$ cat src/rtl/tmr_scrub_sched_if.sv
// Error collection / scrub request bundle between tmr_scrub_sched and the voted submodules.
interface tmr_scrub_sched_if #(
    parameter int unsigned N_SRC = 4,
    parameter int unsigned CNT_W = 8
);
    logic [N_SRC-1:0] err_i;
    logic [N_SRC-1:0] scrub_ack_i;
    logic             clr_i;
    logic [N_SRC-1:0] scrub_req_o;
    logic             busy_o;
    logic [N_SRC-1:0] status_o;
    logic [CNT_W-1:0] err_cnt_o;
    logic             timeout_o;
    logic             err_o;

    modport master (
        output err_i, scrub_ack_i, clr_i,
        input  scrub_req_o, busy_o, status_o, err_cnt_o, timeout_o, err_o
    );

    modport slave (
        input  err_i, scrub_ack_i, clr_i,
        output scrub_req_o, busy_o, status_o, err_cnt_o, timeout_o, err_o
    );
endinterface

$ cat src/rtl/tmr_scrub_sched.sv
// Round-robin scrub scheduler and aggregated error sink for voted submodule instances.
// Collects error pulses, serialises scrub requests, keeps sticky status and a saturating count.
module tmr_scrub_sched #(
    parameter int unsigned N_SRC   = 4,
    parameter int unsigned CNT_W   = 8,
    parameter int unsigned TMO_CYC = 15
) (
    input  logic             clk_i,
    input  logic             rst_ni,
    tmr_scrub_sched_if.slave bus
);
    localparam int unsigned IDX_W = (N_SRC > 1) ? $clog2(N_SRC) : 1;
    localparam int unsigned TMO_W = 8;
    localparam logic [CNT_W-1:0] CNT_MAX  = '1;
    localparam logic [TMO_W-1:0] TMO_LAST = TMO_W'(TMO_CYC - 1);

    typedef enum logic [1:0] {
        IDLE = 2'd0,
        REQ  = 2'd1,
        COOL = 2'd2
    } state_e;

    state_e           state_q, state_d;
    logic [N_SRC-1:0] pending_q, pending_d;
    logic [N_SRC-1:0] status_q, status_d;
    logic [N_SRC-1:0] req_q, req_d;
    logic [IDX_W-1:0] rr_q, rr_d;
    logic [IDX_W-1:0] sel_q, sel_d;
    logic [TMO_W-1:0] tmo_q, tmo_d;
    logic [CNT_W-1:0] cnt_q, cnt_d;
    logic             timeout_q, timeout_d;
    logic             busy_q, busy_d;

    logic             grant_vld;
    logic [IDX_W-1:0] grant_idx;
    logic [IDX_W-1:0] cand;
    logic [IDX_W-1:0] sel_nxt;
    logic [N_SRC-1:0] ack_clr;
    logic             tmo_set;
    logic             new_evt;

    // First pending source at or after rr_q, wrapping.
    always_comb begin
        grant_vld = 1'b0;
        grant_idx = '0;
        cand      = '0;
        for (int unsigned i = 0; i < N_SRC; i++) begin
            cand = IDX_W'((32'(rr_q) + i) % N_SRC);
            if (!grant_vld && pending_q[cand]) begin
                grant_vld = 1'b1;
                grant_idx = cand;
            end
        end
    end

    assign sel_nxt = (32'(sel_q) == N_SRC - 1) ? '0 : sel_q + IDX_W'(1);

    // Scheduler next state; ack beats timeout when both land in the same cycle.
    always_comb begin
        state_d = state_q;
        sel_d   = sel_q;
        rr_d    = rr_q;
        tmo_d   = tmo_q;
        req_d   = req_q;
        ack_clr = '0;
        tmo_set = 1'b0;
        unique case (state_q)
            IDLE: begin
                if (grant_vld) begin
                    state_d = REQ;
                    sel_d   = grant_idx;
                    req_d   = N_SRC'(1) << grant_idx;
                    tmo_d   = '0;
                end
            end
            REQ: begin
                if (bus.scrub_ack_i[sel_q]) begin
                    ack_clr[sel_q] = 1'b1;
                    rr_d    = sel_nxt;
                    req_d   = '0;
                    state_d = COOL;
                end else if (tmo_q == TMO_LAST) begin
                    tmo_set = 1'b1;
                    rr_d    = sel_nxt;
                    req_d   = '0;
                    state_d = COOL;
                end else begin
                    tmo_d = tmo_q + TMO_W'(1);
                end
            end
            COOL: begin
                tmo_d   = '0;
                req_d   = '0;
                state_d = IDLE;
            end
            default: begin
                req_d   = '0;
                state_d = IDLE;
            end
        endcase
    end

    // Pending/status bookkeeping; a new error always wins over ack or clear.
    always_comb begin
        pending_d = (pending_q & ~ack_clr) | bus.err_i;
        new_evt   = |(pending_d & ~pending_q);
        status_d  = (bus.clr_i ? '0 : status_q) | bus.err_i;
        timeout_d = (bus.clr_i ? 1'b0 : timeout_q) | tmo_set;
        cnt_d     = bus.clr_i ? '0 : cnt_q;
        if (new_evt && (cnt_d != CNT_MAX)) begin
            cnt_d = cnt_d + CNT_W'(1);
        end
        busy_d    = (state_d != IDLE);
    end

    always_ff @(posedge clk_i or negedge rst_ni) begin
        if (!rst_ni) begin
            state_q   <= IDLE;
            pending_q <= '0;
            status_q  <= '0;
            req_q     <= '0;
            rr_q      <= '0;
            sel_q     <= '0;
            tmo_q     <= '0;
            cnt_q     <= '0;
            timeout_q <= 1'b0;
            busy_q    <= 1'b0;
        end else begin
            state_q   <= state_d;
            pending_q <= pending_d;
            status_q  <= status_d;
            req_q     <= req_d;
            rr_q      <= rr_d;
            sel_q     <= sel_d;
            tmo_q     <= tmo_d;
            cnt_q     <= cnt_d;
            timeout_q <= timeout_d;
            busy_q    <= busy_d;
        end
    end

    assign bus.scrub_req_o = req_q;
    assign bus.busy_o      = busy_q;
    assign bus.status_o    = status_q;
    assign bus.err_cnt_o   = cnt_q;
    assign bus.timeout_o   = timeout_q;
    assign bus.err_o       = (|status_q) | timeout_q;
endmodule

$ cat src/flat_wrapper.sv
// flat-port wrapper written by rule: the top's interface ports become plain ports
module tmr_scrub_sched_flat 
#(
    parameter int unsigned N_SRC   = 4,
    parameter int unsigned CNT_W   = 8,
    parameter int unsigned TMO_CYC = 15
)
  (clk_i, rst_ni, bus_err_i, bus_scrub_ack_i, bus_clr_i, bus_scrub_req_o, bus_busy_o, bus_status_o, bus_err_cnt_o, bus_timeout_o, bus_err_o);
  tmr_scrub_sched_if #(.N_SRC(N_SRC), .CNT_W(CNT_W)) bus_i ();
  input  logic clk_i;
  input  logic rst_ni;
  input wire logic [$bits(bus_i.err_i)-1:0] bus_err_i;
  input wire logic [$bits(bus_i.scrub_ack_i)-1:0] bus_scrub_ack_i;
  input wire logic [$bits(bus_i.clr_i)-1:0] bus_clr_i;
  output wire logic [$bits(bus_i.scrub_req_o)-1:0] bus_scrub_req_o;
  output wire logic [$bits(bus_i.busy_o)-1:0] bus_busy_o;
  output wire logic [$bits(bus_i.status_o)-1:0] bus_status_o;
  output wire logic [$bits(bus_i.err_cnt_o)-1:0] bus_err_cnt_o;
  output wire logic [$bits(bus_i.timeout_o)-1:0] bus_timeout_o;
  output wire logic [$bits(bus_i.err_o)-1:0] bus_err_o;
  assign bus_i.err_i = bus_err_i;
  assign bus_i.scrub_ack_i = bus_scrub_ack_i;
  assign bus_i.clr_i = bus_clr_i;
  assign bus_scrub_req_o = bus_i.scrub_req_o;
  assign bus_busy_o = bus_i.busy_o;
  assign bus_status_o = bus_i.status_o;
  assign bus_err_cnt_o = bus_i.err_cnt_o;
  assign bus_timeout_o = bus_i.timeout_o;
  assign bus_err_o = bus_i.err_o;
  tmr_scrub_sched #(.N_SRC(N_SRC), .CNT_W(CNT_W), .TMO_CYC(TMO_CYC)) u_core (.clk_i(clk_i), .rst_ni(rst_ni), .bus(bus_i));
endmodule
$ cat config.mk
export PLATFORM = sky130hd
export DESIGN_NAME = tmr_scrub_sched_flat
export DESIGN_NICKNAME = d
export VERILOG_FILES = /design/src/rtl/tmr_scrub_sched_if.sv /design/src/rtl/tmr_scrub_sched.sv /design/src/flat_wrapper.sv
export SDC_FILE = /design/constraint.sdc
export NUM_CORES = 1
export LEC_CHECK = 0
export ABC_AREA = 1
export BUFFER_PORTS_ARGS = -buffer_cell sky130_fd_sc_hd__buf_2
export CAP_MARGIN = 5
export CORE_MARGIN = 2
export CORE_UTILIZATION = 30
export CTS_BUF_LIST = sky130_fd_sc_hd__clkbuf_4 sky130_fd_sc_hd__clkbuf_8
export CTS_CLUSTER_DIAMETER = 120
export CTS_CLUSTER_SIZE = 24
export DETAILED_ROUTE_END_ITERATION = 10
export GPL_TIMING_DRIVEN = 0
export MAX_ROUTING_LAYER = met4
export PLACE_DENSITY = 0.52
export SLEW_MARGIN = 10
export SYNTH_ARGS = -nofsm -noshare
export SYNTH_HDL_FRONTEND = slang
export SYNTH_SLANG_ARGS = --single-unit
export TNS_END_PERCENT = 50
$ cat constraint.sdc
create_clock -name clk_i -period 2 [get_ports clk_i]
set_input_delay 0.2 -clock clk_i [delete_from_list [all_inputs] [get_ports clk_i]]
set_output_delay 0.2 -clock clk_i [all_outputs]
set_load 0.005 [all_outputs]
==> results_dict.tcl, run 1 <==
set metrics [dict create \
    holdCritPathClass "in -> async" \
    max_freq_mhz 568.9 \
    clock_sinks 36 \
    multi_input_area_um2 1144 \
    grt_pass1_vias 1736 \
    cts_resized 0 \
    hold_buffers 0 \
    period_needed_ns 1.758 \
    cts_tree "done" \
    hold_viol 0 \
    grt_pass1_wl_um 8293 \
    antenna-diode-count 0 \
    worstMarginPinSlew_ns 0.8235 \
    seq_area_frac_synth 0.4084 \
    postRouteAntennaNets 0 \
    synth_cells 298 \
    fin_area_um2 2567 \
    vias_per_cell 4.353 \
    nets 351 \
    synth-edff-count 0 \
    num-fill-cells 770 \
    crit_fanout 10 \
    drive_above_1_share 0.2126 \
    core-area_um2 7176 \
    endpoint_kind "flop" \
    ios 30 \
    reg2regPathDepth 10 \
    crit_path_start_kind "flop" \
    yosysTopAreaCellShare 0.4084 \
    area_growth_pct 16.39 \
    clock_skew_ns 0.006574 \
    post-route-drc-count 0 \
    fp-row-count 31 \
    crit_type "reg -> reg" \
    wl_per_cell_um 11.18 \
    gp_congestion 0.8475 \
    dieArea_um2 8055 \
    layout.cells.non_filler 433 \
    max_cap_viol_count 0 \
    synth-seq-cells 36 \
    cp.arrival_ns 1.93 \
    synth.most_common_cell "nand2_1" \
    fin_crit_sh 0.8788 \
    status "completed" \
    yosysUniqueCellTypes 26 \
    p_switching_mw 1.338 \
    finalPower_mw 2.968 \
    clk_pin_slew_ns 0.07 \
    seqPwrFrac 0.340 \
    cts_buffer_depth 2 \
    grtUsageTotal 0.1277 \
    cts_root_buf "clkbuf_8" \
    crit_required_ns 2.17 \
    synth.top_cells.by_count "nand2_1, dfrtp_1, inv_1" \
    portBuffers 28 \
    post_cts_buffers 0 \
    syn_nets 316 \
    whs_ns 0.01014 \
    synth_top_cells_by_area "dfrtp_1, nand2_1, nand3_1" \
    cts_htree_levels 2 \
    clock_latency_ns 0.28 \
    regArea_um2 900.9 \
    cts_buffers 5 \
    swShare 0.4508 \
    leakagePower_nw 1.382 \
    start_util 0.3074 \
    grt_max_degree 37 \
    die_w_um 89.75 \
    netlist_area_um2 2206 \
    comb_power_share 0.468 \
    ys.flop_type "dfrtp_1" \
    die_height_um 89.75 \
    grt_antenna_before_repair 0 \
    routed_wl_um 4843 \
    placed_cells 425 \
    cellPowerDensity_nw_per_um2 1156 \
    detail_route.iter0.violations 80 \
    vdd.ir_drop.worst_mv 0.4819 \
    placed_area_um2 2470 \
    synthArstFlopShare 1.000 \
    dr.pass1.iters 4 \
    synth_top_cell_by_area "dfrtp_1" \
    rrSetupSlack_ns 0.24 \
    clock_power_share 0.191 \
    maxSlewHeadroom 0.4510 \
    rsz0062_at_grt "no" \
    final_max_slew_viol_count 0 \
    ys_warn_count 0 \
    p_int_mw 1.630 \
    setup_viol_count_final 0 \
    vias 1885 \
    syn_avg_cell_area_um2 7.402 \
    post-dp-hpwl_um 3561 \
    setup-tns-final_ns 0 \
    overflow 0 \
]
## cell families after synthesis
group                      share of synthesized area
and+or+nand+nor                               0.3868
buffers and inverters                        0.07317
DFF                                           0.4084
AOI/OAI and AO/OA                            0.04027
xor gates and xnor gates                     0.05162
adders and majority gates                    0.03970
## state kept, by name, indices dropped and copies added, names as in the netlist, 2 cells and up
register                flops
u_core.bus.err_cnt_o        8
u_core.bus.status_o         4
u_core.sel_q                2
u_core.state_q              2
u_core.rr_q                 2
u_core.bus.scrub_req_o      4
u_core.tmo_q                8
u_core.pending_q            4
## layer usage
metal	GRT usage	vias up	share of wire
met2	0.1856	36	0.44
met4	0.02308	0	0.0043
li1	-	998	-
met3	0.02431	4	0.037
met5	-	-	0
met1	0.1878	847	0.52
## final timing paths
| kind | startpoint | endpoint |
|---|---|---|
| setup reg to reg | u_core.bus.err_cnt_o[0] | u_core.bus.err_cnt_o[7] |
| setup / recovery | u_core.bus.err_cnt_o[0] | u_core.bus.err_cnt_o[7] |
| hold / removal | rst_ni | u_core.bus.err_cnt_o[5] |
| hold reg to reg | u_core.bus.scrub_req_o[0] | u_core.bus.scrub_req_o[0] |
| max in group asynchronous | rst_ni | u_core.tmo_q[0] |
| min in group clk_i | bus_err_i[0] | u_core.pending_q[0] |
## cells in the final DEF, fill, tap and decap left out
master / instances
nand2_1: 112
dfrtp_1: 36
buf_2: 28
inv_1: 26
nor2_1: 23
nand3_1: 22
nand2_2: 13
inv_2: 8
xor2_1: 8
o21ai_0: 7
ha_1: 7
nand4_1: 6
clkbuf_8: 6
xnor2_1: 5
o21ai_1: 4
buf_6: 3
nor2_2: 3
o22ai_1: 2
nor2_4: 2
nor3_1: 2
nand2_4: 2
clkbuf_4: 2
o21ai_2: 1
a21oi_1: 1
nand3_2: 1
nor3_2: 1
nand3_4: 1
a21boi_1: 1
or2_1: 1
## worst max-delay path: stages, from the launching register on
cell	delay, ns
dfrtp_1	0.36
inv_1	0.06
nor2_1	0.20
ha_1	0.25
nand3_2	0.11
nor3_2	0.18
nand2_1	0.09
nand2_2	0.15
inv_2	0.11
nand2_1	0.08
o21ai_1	0.06
## final cells by class
cell class,count,share of cell area
flip-flops and latches,36,0.3509
plain buffers,3,0.01316
multi-input cells,225,0.4454
repair buffers,28,0.05458
clock buffers,8,0.03801
inverters,34,0.04971
well taps,99,0.04825
## per-stage QoR
stage,util,setup WS [ns]
final,0.3578,0.2423
after global routing,0.3578,0.08813
after CTS,0.3578,0.2499
after detailed placement,0.3442,0.2790
after global placement,0.3442,0.2763
after floorplan,-,0.4504
## power groups by stage
| stage | clock [mW] | sequential [mW] | combinational, mW |
|---|---|---|---|
| 5_1_grt | 0.616 | 1.03 | 1.60 |
| 2_1_floorplan | 0 | 0.994 | 1.07 |
| 3_5_place_dp | 0 | 1.02 | 1.40 |
| 6_report | 0.568 | 1.01 | 1.39 |
| 4_1_cts | 0.593 | 1.01 | 1.40 |
| 3_3_place_gp | 0 | 1.02 | 1.39 |
(Power assumes the default switching activity.)
==> run 2, diff against run 1 <==
ABC_AREA = unset   (was 1)
PLACE_DENSITY = 0.53   (was 0.52)
==> results_dict.tcl, run 2 <==
set metrics [dict create \
    fin_ws_ns 0.07346 \
    post-route-drc-count 0 \
    drive_above_1_share 0.2468 \
    max_freq_mhz 519.1 \
    vias_per_cell 5.208 \
    grt_antenna_before_repair 0 \
    endpoint_kind "flop" \
    ys.flop_type "dfrtp_1" \
    yosysTopAreaCellShare 0.4645 \
    clk_pin_slew_ns 0.08 \
    syn_nets 213 \
    grt_max_degree 37 \
    synth_top_cell_by_area "dfrtp_1" \
    cp.arrival_ns 2.15 \
    gp_congestion 0.7942 \
    yosysUniqueCellTypes 40 \
    setup_viol_count_final 0 \
    synth-edff-count 0 \
    cts_root_buf "clkbuf_8" \
    wl_per_cell_um 14.05 \
    cts_buffers 5 \
    portBuffers 29 \
    synth_top_cells_by_area "dfrtp_1, ha_1, nand2_1" \
    cp_cell_sequence "mux4_2 > a211o_4 > or4_1 > nand3_1" \
    seq_area_frac_synth 0.4645 \
    worstMarginPinSlew_ns 0.8287 \
    finalPower_mw 2.619 \
    mostFrequentLayoutCell "dfrtp_1" \
    maxSlewHeadroom 0.4475 \
    ios 30 \
    synth_cells 195 \
    core-area_um2 6314 \
    crit_path_start_kind "flop" \
    fp-row-count 29 \
    antenna-diode-count 0 \
    netlist_area_um2 1939 \
    hold_buffers 0 \
    clock_skew_ns 0.003524 \
    syn_avg_cell_area_um2 9.945 \
    final_max_slew_viol_count 0 \
    post-place-ws_ns -0.1437 \
    leakagePower_nw 1.025 \
    grt_pass1_vias 1569 \
    start_util 0.3072 \
    area_growth_pct 20.71 \
    rsz0062_at_grt "no" \
    vias 1625 \
    holdCritPathClass "in -> async" \
    vdd.ir_drop.worst_mv 0.5209 \
    fin_crit_sh 0.9633 \
    grt_pass1_wl_um 7445 \
    placed_area_um2 2181 \
    die_w_um 84.40 \
    synth.top_cells.by_count "dfrtp_1, nand2_1, nor2_1" \
    cts_buffer_depth 2 \
    slowest_stage "mux4_2" \
    synthArstFlopShare 1.000 \
    period_needed_ns 1.927 \
    clock_sinks 36 \
    die_height_um 84.40 \
    cts_tree "done" \
    setup-tns-final_ns 0 \
    num-fill-cells 673 \
    cellPowerDensity_nw_per_um2 1119 \
    dieArea_um2 7123 \
    ys_warn_count 0 \
    post-dp-hpwl_um 3088 \
    clock_latency_ns 0.29 \
    grtUsageTotal 0.1309 \
    postRouteAntennaNets 0 \
    utilization 0.3708 \
    max_stage_delay_ns 0.56 \
    overflow 0 \
    cts_htree_levels 2 \
    hold_viol 0 \
    status "completed" \
    detail_route.iter0.violations 124 \
    fin_area_um2 2341 \
    synth-seq-cells 36 \
    routed_wl_um 4383 \
    nets 252 \
    dr.pass1.iters 4 \
    crit_required_ns 2.23 \
    crit_type "reg -> reg" \
    final_cell_mix "dfrtp_1, buf_2, nand2_1, nor2b_1, nor2_1" \
    synth.most_common_cell "dfrtp_1" \
    crit_fanout 6 \
    max_cap_viol_count 0 \
]
==> run 2: cell types whose count changed after synthesis, moves of 9 or more <==
cell,before,now
nor2b_1,0,10
a21o_1,0,9
nand2_2,13,0
nand2_1,112,20
nor2_1,23,12
inv_1,26,9
nand3_1,22,8
==> run 2: final timing paths <==
path | start | endpoint | slack, ns | cells after the start
setup / recovery | u_core.sel_q[0] | u_core.tmo_q[7] | 0.07 | 4
hold / removal | rst_ni | u_core.state_q[1] | 0.006 | 1
setup reg to reg | u_core.sel_q[0] | u_core.tmo_q[7] | 0.07 | 4
hold reg to reg | u_core.tmo_q[0] | u_core.tmo_q[0] | 0.50 | 1
max in group asynchronous | rst_ni | u_core.sel_q[0] | 1.43 | 1
min in group clk_i | bus_err_i[1] | u_core.bus.status_o[1] | 0.12 | 2
==> run 2: final cells by class <==
class | count | area [um^2] | share of cell area
buffer | 5 | 20.02 | 0.008552
clock buffer | 7 | 90.09 | 0.03848
clock inverter | 1 | 7.507 | 0.003207
inverter | 9 | 33.78 | 0.01443
multi-input combinational | 144 | 1016 | 0.4340
sequential | 36 | 902.1 | 0.3854
tap | 77 | 96.34 | 0.04115
timing repair buffer | 33 | 175.2 | 0.07483
==> run 2: routing by layer <==
| metal | vias up | track usage | share of wire |
|---|---|---|---|
| met4 | 0 | 0.03608 | 0.012 |
| met1 | 784 | 0.1800 | 0.48 |
| li1 | 798 | - | - |
| met2 | 37 | 0.1999 | 0.46 |
| met3 | 6 | 0.02360 | 0.043 |
| met5 | - | - | 0 |
==> run 2: worst max-delay path: cells and delay by family (launching register included) <==
family             cells  cell delay, ns
DFF                    1            0.38
AOI/OAI and AO/OA      1            0.33
muxes                  1            0.56
and+or+nand+nor        2            0.59
==> run 2: what timing repair did <==
action,CTS,global route
hold endpoints to repair,0,0
setup endpoints to repair,8,10
buffers inserted,3,1
resized for setup,3,6
==> run 2: cell families after synthesis <==
group,synth area share
xor gates and xnor gates,0.004517
DFF,0.4645
and+or+nand+nor,0.2213
AOI/OAI and AO/OA,0.1639
adders and majority gates,0.04516
muxes,0.07161
buffers and inverters,0.02903
==> run 2: metrics by stage <==
| stage | cells | hold WS (ns) |
|---|---|---|
| 4_1_cts | 312 | 0.03871 |
| 3_5_place_dp | 301 | 0.3534 |
| 6_report | 312 | 0.005815 |
| 3_3_place_gp | 301 | 0.3543 |
| 5_1_grt | 312 | 0.07200 |
| 2_1_floorplan | 195 | -0.09559 |
==> run 2: report_power, final <==
group / switching, mW / total, mW / internal [mW]
Combinational: 0.566 / 1.01 / 0.448
Sequential: 0.153 / 1.04 / 0.887
Clock: 0.270 / 0.564 / 0.294
Total: 0.990 / 2.62 / 1.63
==> run 3, diff against run 2 <==
RECOVER_POWER = 25   (was unset)
SLEW_MARGIN = unset   (was 10)
==> results_dict.tcl, run 3 (synthesized netlist as in run 2, its figures left out) <==
set metrics [dict create \
    p_int_mw 1.629 \
    drive_above_1_share 0.2468 \
    grt_max_degree 37 \
    dr.pass1.iters 4 \
    finalPower_mw 2.619 \
    comb_power_share 0.387 \
    swShare 0.3780 \
    period_needed_ns 1.927 \
    final_cell_mix "dfrtp_1, buf_2, nand2_1, nor2b_1, nor2_1" \
    vdd.ir_drop.worst_mv 0.5204 \
    rsz0062_at_grt "no" \
    crit_required_ns 2.23 \
    max_freq_mhz 519.1 \
    cp_cell_sequence "mux4_2 > a211o_4 > or4_1 > nand3_1" \
    holdCritPathClass "in -> async" \
    gp_congestion 0.7942 \
    clock_skew_ns 0.003527 \
    grt_antenna_before_repair 0 \
    multi_input_area_um2 1016 \
    postRouteAntennaNets 0 \
    fp-row-count 29 \
    cts_tree "done" \
    placed_area_um2 2181 \
    reg2regPathDepth 4 \
    hold_viol 0 \
    regArea_um2 902.1 \
    vias 1625 \
    clock_sinks 36 \
    vias_per_cell 5.208 \
    dieArea_um2 7123 \
    clock_latency_ns 0.29 \
    wl_per_cell_um 14.05 \
    rrSetupSlack_ns 0.07 \
    setup_viol_count_final 0 \
    status "completed" \
    fin_area_um2 2341 \
    placed_cells 301 \
    grt_pass1_wl_um 7445 \
    portBuffers 29 \
    max_cap_viol_count 0 \
    antenna-diode-count 0 \
    crit_type "reg -> reg" \
    clk_pin_slew_ns 0.08 \
    layout.cells.non_filler 312 \
    fin_crit_sh 0.9633 \
    detail_route.iter0.violations 124 \
    ios 30 \
    seqPwrFrac 0.397 \
    cp.arrival_ns 2.15 \
    overflow 0 \
    crit_family "simple AND/OR/NAND/NOR gates" \
    crit_fanout 6 \
    final_max_slew_viol_count 0 \
    grtUsageTotal 0.1309 \
    cts_htree_levels 2 \
    crit_path_start_kind "flop" \
    nets 252 \
    fin_ws_ns 0.07345 \
    cts_buffers 5 \
    post-place-ws_ns -0.1437 \
    post-route-drc-count 0 \
    maxSlewHeadroom 0.3836 \
    cp.depth 4 \
    grt_pass1_vias 1569 \
    cts_root_buf "clkbuf_8" \
    cp.buffers_inverters 0 \
    area_growth_pct 20.71 \
    die_w_um 84.40 \
    routed_wl_um 4383 \
    clock_power_share 0.215 \
    core-area_um2 6314 \
    die_height_um 84.40 \
    num-fill-cells 673 \
    slowest_stage "mux4_2" \
    endpoint_kind "flop" \
    mostFrequentLayoutCell "dfrtp_1" \
    leakagePower_nw 1.025 \
    start_util 0.3072 \
    max_stage_delay_ns 0.56 \
    cts_buffer_depth 2 \
    whs_ns 0.03653 \
    cellPowerDensity_nw_per_um2 1119 \
    post-dp-hpwl_um 3088 \
    worstMarginPinSlew_ns 0.9246 \
    p_switching_uw 989.8 \
]
-- run 3: cell count changes in the layout (fill, tap and decap cells not counted), sizes merged --
| cell | previous run | this run |
|---|---|---|
| clkbuf | 12 | 13 |
| buf | 33 | 32 |
-- run 3: worst register-to-register path, cell delays in order, from the launching register on --
cell and delay (ns):
dfrtp_2 0.38, mux4_2 0.56, a211o_4 0.33, or4_1 0.50, nand3_1 0.09
-- run 3: routing by layer --
metal | wire length, um | GRT usage | part of all wire
met5 | 0 | - | 0
met4 | 51 | 0.03608 | 0.012
met3 | 189 | 0.02360 | 0.043
met2 | 2027 | 0.1999 | 0.46
met1 | 2114 | 0.1800 | 0.48
-- run 3: through the flow --
step | setup TNS [ns] | utilization
after floorplan | 0 | -
after global placement | -0.7708 | 0.3454
after detailed placement | -0.6647 | 0.3454
after CTS | 0 | 0.3662
after global routing | 0 | 0.3708
final | 0 | 0.3708
-- run 3: cell type report --
cell class                 instances  area share
multi-input combinational        144      0.4340
sequential                        36      0.3854
timing repair buffer              33     0.07483
tap                               77     0.04115
clock buffer                       7     0.03848
inverter                           9     0.01443
buffer                             5    0.008552
clock inverter                     1    0.003207
-- run 3: path summary, 6_finish.rpt --
path	startpoint	endpoint
setup / recovery	u_core.sel_q[0]	u_core.tmo_q[7]
hold / removal	rst_ni	u_core.state_q[1]
setup reg to reg	u_core.sel_q[0]	u_core.tmo_q[7]
max in group asynchronous	rst_ni	u_core.sel_q[0]
min in group clk_i	bus_err_i[1]	u_core.bus.status_o[1]
hold reg to reg	u_core.tmo_q[0]	u_core.tmo_q[0]
-- run 3: power groups by stage --
stage / clock [mW] / combinational [mW] / sequential, mW
after floorplan: 0 / 0.638 / 1.03
after global routing: 0.609 / 1.14 / 1.06
after CTS: 0.578 / 0.985 / 1.04
after global placement: 0 / 0.890 / 1.06
after detailed placement: 0 / 0.899 / 1.07
final: 0.564 / 1.01 / 1.04
-- run 3: repair_timing --
item,4_1_cts,5_1_grt
hold buffers,0,0
gates resized for setup,3,6
endpoints found under the setup margin,8,10
setup buffers,3,1
